### src/rtl/tlight_ctrl.sv
// Traffic-light controller: NS/EW lamps, all-red clearance, tick-timed phases.
// Optional pedestrian walk phase compiled in with `define TLIGHT_PED_EN.
module tlight_ctrl #(
  parameter int TICKS_GREEN     = 8,
  parameter int TICKS_YELLOW    = 3,
  parameter int TICKS_ALLRED    = 1,
  parameter int TICKS_WALK      = 4,
  parameter int TICKS_MIN_GREEN = 2
) (
  input  logic       clk,
  input  logic       reset,
  input  logic       tick,
  input  logic       ped_req,
  output logic [1:0] ns_light,
  output logic [1:0] ew_light,
  output logic       walk,
  output logic [2:0] state
);

  localparam int MAX_GY = (TICKS_GREEN > TICKS_YELLOW) ?
                          TICKS_GREEN : TICKS_YELLOW;
  localparam int MAX_AW = (TICKS_ALLRED > TICKS_WALK) ?
                          TICKS_ALLRED : TICKS_WALK;
  localparam int MAXT   = (MAX_GY > MAX_AW) ? MAX_GY : MAX_AW;
  localparam int CW     = $clog2(MAXT + 1);

  localparam logic [1:0] L_RED = 2'd1;
  localparam logic [1:0] L_YEL = 2'd2;
  localparam logic [1:0] L_GRN = 2'd3;

  typedef enum logic [2:0] {
    S_NS_GREEN  = 3'd0,
    S_NS_YELLOW = 3'd1,
    S_ALLRED_A  = 3'd2,
    S_EW_GREEN  = 3'd3,
    S_EW_YELLOW = 3'd4,
    S_ALLRED_B  = 3'd5
`ifdef TLIGHT_PED_EN
    , S_PED_WALK = 3'd6
`endif
  } st_e;

  st_e           st_q, st_d;
  logic [CW-1:0] cnt_q, cnt_d;
  logic [1:0]    ns_q, ew_q;
  logic          early;
  logic          done;

  function automatic logic [CW-1:0] last_of(input st_e s);
    case (s)
      S_NS_GREEN, S_EW_GREEN:   last_of = CW'(TICKS_GREEN - 1);
      S_NS_YELLOW, S_EW_YELLOW: last_of = CW'(TICKS_YELLOW - 1);
`ifdef TLIGHT_PED_EN
      S_PED_WALK:               last_of = CW'(TICKS_WALK - 1);
`endif
      default:                  last_of = CW'(TICKS_ALLRED - 1);
    endcase
  endfunction

  function automatic logic [1:0] ns_of(input st_e s);
    case (s)
      S_NS_GREEN:  ns_of = L_GRN;
      S_NS_YELLOW: ns_of = L_YEL;
      default:     ns_of = L_RED;
    endcase
  endfunction

  function automatic logic [1:0] ew_of(input st_e s);
    case (s)
      S_EW_GREEN:  ew_of = L_GRN;
      S_EW_YELLOW: ew_of = L_YEL;
      default:     ew_of = L_RED;
    endcase
  endfunction

`ifdef TLIGHT_PED_EN
  logic pend_q, pend_d;
  logic ret_ew_q, ret_ew_d;
  logic walk_q;

  // Exit decisions use pend_q; a coinciding press only lands in pend_d.
  assign early = pend_q && (st_q == S_NS_GREEN || st_q == S_EW_GREEN) &&
                 (cnt_q >= CW'(TICKS_MIN_GREEN - 1));
`else
  logic ped_unused;
  assign ped_unused = ped_req;
  assign early      = 1'b0;
`endif

  assign done = (cnt_q == last_of(st_q)) || early;

  always_comb begin
    st_d  = st_q;
    cnt_d = cnt_q;
`ifdef TLIGHT_PED_EN
    pend_d   = pend_q;
    ret_ew_d = ret_ew_q;
    if (st_q != S_PED_WALK && ped_req) pend_d = 1'b1;
`endif
    if (tick) begin
      cnt_d = cnt_q + 1'b1;
      if (done) begin
        cnt_d = '0;
        case (st_q)
          S_NS_GREEN:  st_d = S_NS_YELLOW;
          S_NS_YELLOW: st_d = S_ALLRED_A;
          S_EW_GREEN:  st_d = S_EW_YELLOW;
          S_EW_YELLOW: st_d = S_ALLRED_B;
`ifdef TLIGHT_PED_EN
          S_ALLRED_A: begin
            st_d = pend_q ? S_PED_WALK : S_EW_GREEN;
            if (pend_q) begin
              pend_d   = 1'b0;
              ret_ew_d = 1'b1;
            end
          end
          S_ALLRED_B: begin
            st_d = pend_q ? S_PED_WALK : S_NS_GREEN;
            if (pend_q) begin
              pend_d   = 1'b0;
              ret_ew_d = 1'b0;
            end
          end
          S_PED_WALK: st_d = ret_ew_q ? S_EW_GREEN : S_NS_GREEN;
`else
          S_ALLRED_A:  st_d = S_EW_GREEN;
`endif
          default:     st_d = S_NS_GREEN;
        endcase
      end
    end
  end

  always_ff @(posedge clk or posedge reset) begin
    if (reset) begin
      st_q     <= S_ALLRED_B;
      cnt_q    <= '0;
      ns_q     <= L_RED;
      ew_q     <= L_RED;
`ifdef TLIGHT_PED_EN
      pend_q   <= 1'b0;
      ret_ew_q <= 1'b0;
      walk_q   <= 1'b0;
`endif
    end else begin
      st_q     <= st_d;
      cnt_q    <= cnt_d;
      ns_q     <= ns_of(st_d);
      ew_q     <= ew_of(st_d);
`ifdef TLIGHT_PED_EN
      pend_q   <= pend_d;
      ret_ew_q <= ret_ew_d;
      walk_q   <= (st_d == S_PED_WALK);
`endif
    end
  end

  assign ns_light = ns_q;
  assign ew_light = ew_q;
  assign state    = st_q;
`ifdef TLIGHT_PED_EN
  assign walk     = walk_q;
`else
  assign walk     = 1'b0;
`endif

endmodule

### config.mk
export PLATFORM = sky130hd
export DESIGN_NAME = tlight_ctrl
export DESIGN_NICKNAME = d
export VERILOG_FILES = /design/src/rtl/tlight_ctrl.sv
export SDC_FILE = /design/constraint.sdc
export NUM_CORES = 1
export LEC_CHECK = 0
export ABC_AREA = 1
export ABC_CLOCK_PERIOD_IN_PS = 1400
export BUFFER_PORTS_ARGS = -buffer_cell sky130_fd_sc_hd__clkbuf_2
export CORE_MARGIN = 5
export CORE_UTILIZATION = 47
export DETAILED_ROUTE_END_ITERATION = 8
export MAX_ROUTING_LAYER = met4
export PLACE_DENSITY = 0.72
export SETUP_SLACK_MARGIN = 0.2
export SYNTH_ARGS = -nofsm -noshare
export SYNTH_HDL_FRONTEND = slang
export SYNTH_SLANG_ARGS = --single-unit
### constraint.sdc
create_clock -name clk -period 1.4 [get_ports clk]
set_input_delay 0.14 -clock clk [delete_from_list [all_inputs] [get_ports clk]]
set_output_delay 0.14 -clock clk [all_outputs]
set_load 0.1 [all_outputs]
==> qor_table.md <==
| Step | Quantity | This run |
|:---|:---|:---|
| cells and area | Combined area of the multi-input logic cells | 367 um2 |
| floorplan | Effective utilization at floorplan | 50.6% |
| placement | Placer congestion estimate | 0.851 |
| grt | Number of global-route vias before repair | 556 |
| grt | Busiest layer in global routing | met2 |
| worst setup path | Arrival time of data at the critical path endpoint | 1.88 ns |
| worst setup path | Required time of the critical path | 1.62 ns |
| worst setup path | Endpoint class of the critical path | flip-flop |
| routing | # DRC | 0 |
| clocking | Clock-pin transition on the worst setup and hold timing paths | 0.07 ns |
| clocking | Insertion delay of the later-clocked pin in the worst-skew pair | 0.28 ns |
| cells and area | Nets@finish | 112 |
| logic synthesis | Flip-flop and latch count after synthesis | 11 |
| sta | Clock Skews | 0.00196 ns |
| logic synthesis | Instance count of the mapped netlist | 83 |
| cells and area | Leading cell type in the layout, fill and taps excluded | nand2_1 |
| floorplan | Core region area | 1320 um2 |
| floorplan | Die height | 47.7 um |
| sta | Min setup slack post-route | -0.264 ns |
| routing | Routed WL | 1680 um |
| cells and area | Number of inserted diodes | 0 |
| clocking | H-Tree Level Count | 1 |
| floorplan | FP Rows | 13 |
| worst setup path | Cell-by-cell trace of the critical path | inv_4 > nand2_4 > a21oi_2 > nor2_4 > nand2_2 > nand2_2 > nand3_2 > nand2_4 > nand3_4 > nand2_1 |
| worst setup path | Delay of the slowest critical-path stage | 0.67 ns |
| logic synthesis | Synth top area share | 26.3% |
| sta | Endpoints failing setup | 13 |
| worst setup path | Slowest CP cell | dfstp_4 |
| grt | Met2 Usage GRT | 30.2% |
| placement | Placed Instances | 112 |
| routing | Detailed Routing Iterations Pass 1 | 4 |
| routing | First-iteration detailed-routing DRC count | 8 |
| worst setup path | Worst setup path category | flip-flop to flip-flop |
| cells and area | Layout filler cell count | 93 |
| clocking | TritonCTS clock tree | yes |
| floorplan | Die Wd | 47.7 um |
| sta | Highest attainable clock frequency | 601 MHz |
| grt | Antenna violations before repair | 0 |
| sta | Final Slew Violations | 0 |
| cells and area | Leading cell types in the layout, fill and taps excluded | nand2_1 (13), inv_1 (10), nand2_2 (8), nand3_1 (8), buf_4 (7) |
| clocking | Number of buffers created by CTS | 3 |
| sta | Final-report hold violation count | 0 |
| grt | GRT Resource Usage Total | 18.0% |
| logic synthesis | Synthesized net count | 88 |
| sta | Setup repair after global routing missed its margin | yes |
| worst hold path | Path class of the lowest-slack min-delay path | input port to flip-flop |
| clocking | Master cell of the clock root buffer | clkbuf_4 |
| logic synthesis | Number of different library cells in the post-synthesis netlist | 21 |
| sta | Post-route fraction of the period consumed by the critical path | 119% |
| worst setup path | CP Launch Type | flip-flop |
| floorplan | Die area | 2270 um2 |
| routing | Post-DRT Antenna Nets | 0 |
| grt | Global-route wire length before repair | 2630 um |
| clocking | CTS Buffer Depth | 2 |
| routing | WL/cell | 13.9 um |
| floorplan | Number of ports placed on the die boundary | 12 |
| grt | Pin count of the biggest net entering global routing | 13 |
| logic synthesis | Mean post-synth cell area | 8.03 um2 |
| cells and area | Sequential cell area | 289 um2 |
| routing | Via-to-Cell Ratio | 5.08 |
| logic synthesis | Cell type with the largest total area after synthesis | dfrtp_1 |
| sta | Min Clock Period, post-route | 1.66 ns |
| logic synthesis | YS warnings | 0 |
| run status | Violations in the final reports | negative setup slack |
| run status | Outcome | finished, violations left |
| logic synthesis | Area contributors post-synth | dfrtp_1 (26%), dfstp_2 (16%), nand2_1 (10%), nand3_1 (7.5%), nand3_2 (6.0%) |
| grt | Remaining global-route overflow | 0 |
| logic synthesis | Share of the yosys chip area belonging to registers | 42.0% |
| cells and area | Synth-to-layout area growth | 47.1% |
| routing | Overall via count from detail_route | 615 |
| clocking | Total number of clock tree sinks | 11 |
| grt | Met1 GRT Util | 19.7% |
| flow run | Maxcap violations | 0 |
| cells and area | Final cell count without fillers | 121 |
| logic synthesis | Post-synthesis cell area | 667 um2 |
| worst setup path | Largest fanout of any net on the critical path | 6 |
| placement | Post-detail-place hpwl | 1130 um |
| cells and area | Fraction of layout cells with a size suffix above 1 | 51.9% |
| placement | Number of buffer cells added on primary ports | 9 |
| grt | Global-route met3 utilization | 6.77% |
==> cells by family (layout without fill, tap and decap cells) <==
family | Yosys count | after routing | synth area share, %
other | 1 | 1 | 0.562
adders and majority gates | 1 | 1 | 1.88
xor gates and xnor gates | 2 | 2 | 2.63
AOI/OAI and AO/OA | 5 | 5 | 4.32
buffers and inverters | 16 | 39 | 9.76
DFF | 11 | 11 | 42.0
and+or+nand+nor | 47 | 47 | 38.8
==> cell usage after synthesis <==
cell	count
nor2_4	1
nor2_2	1
buf_2	1
inv_1	10
xor2_1	1
buf_4	1
dfstp_2	4
nand2_4	2
ha_1	1
inv_2	4
xnor2_1	1
dfrtp_1	7
o21ai_0	4
nand3_1	10
nand3_2	4
nand2_1	18
nor2_1	3
conb_1	1
nand2_2	6
nand4_1	2
a21oi_2	1
==> worst max-delay path: cells and delay by family (launching register included) <==
family,cells,cell delay [ns]
AOI/OAI and AO/OA,1,0.07
buffers and inverters,1,0.06
and+or+nand+nor,8,0.80
DFF,1,0.67
==> routing by layer <==
| layer | wire, um | part of all wire (%) |
|---|---|---|
| met2 | 970 | 58 |
| met5 | 0 | 0 |
| met1 | 599 | 36 |
| met3 | 62 | 3.7 |
| met4 | 47 | 2.8 |
==> metrics by stage <==
step / area (um2) / setup TNS, ns / setup slack (ns) / utilization, % / hold slack (ns)
2_1_floorplan: 696 / -1.88 / -0.284 / - / -0.0105
3_3_place_gp: 862 / -0.798 / -0.151 / 65.4 / 0.119
3_5_place_dp: 862 / -1.34 / -0.225 / 65.4 / 0.136
4_1_cts: 946 / -1.55 / -0.216 / 71.8 / 0.235
5_1_grt: 981 / -2.90 / -0.337 / 74.5 / 0.266
6_report: 981 / -1.96 / -0.264 / 74.5 / 0.244
==> path summary, 6_finish.rpt <==
kind                                 startpoint               endpoint  slack (ns)  depth (start not counted)
min in group asynchronous                 reset  ns_light[1]$_DFF_PP0_        0.38                          3
hold / removal                             tick   cnt_q[0]$_DFFE_PP0P_        0.24                          2
hold reg to reg            cnt_q[0]$_DFFE_PP0P_   cnt_q[0]$_DFFE_PP0P_        0.58                          2
setup reg to reg             state[0]$_DFF_PP1_  ew_light[1]$_DFF_PP0_       -0.26                         10
setup / recovery             state[0]$_DFF_PP1_  ew_light[1]$_DFF_PP0_       -0.26                         10
max in group asynchronous                 reset  ew_light[0]$_DFF_PP1_        0.69                          3
==> layout make-up <==
| cell class | count | area share, % |
|---|---|---|
| clock buffer | 3 | 2.30 |
| clock inverter | 1 | 0.510 |
| inverter | 14 | 5.87 |
| multi-input combinational | 56 | 37.4 |
| sequential | 11 | 29.5 |
| tap | 15 | 1.91 |
| timing repair buffer | 21 | 22.6 |
==> sequential cells by signal, indices dropped and copies added (netlist names) <==
register / flops
ns_light: 2
ew_light: 2
state: 3
cnt_q: 4
==> what timing repair did <==
item / 4_1_cts / 5_1_grt
resized for setup: 7 / 8
endpoints found under the setup margin: 13 / 16
hold buffers: 1 / 0
endpoints found under the hold margin: 7 / 0
pin swaps: 4 / 4
buffers inserted: 3 / 1
Power is not shown: default switching activity piles up to over one toggle a cycle in this logic, so the estimate is an artifact.
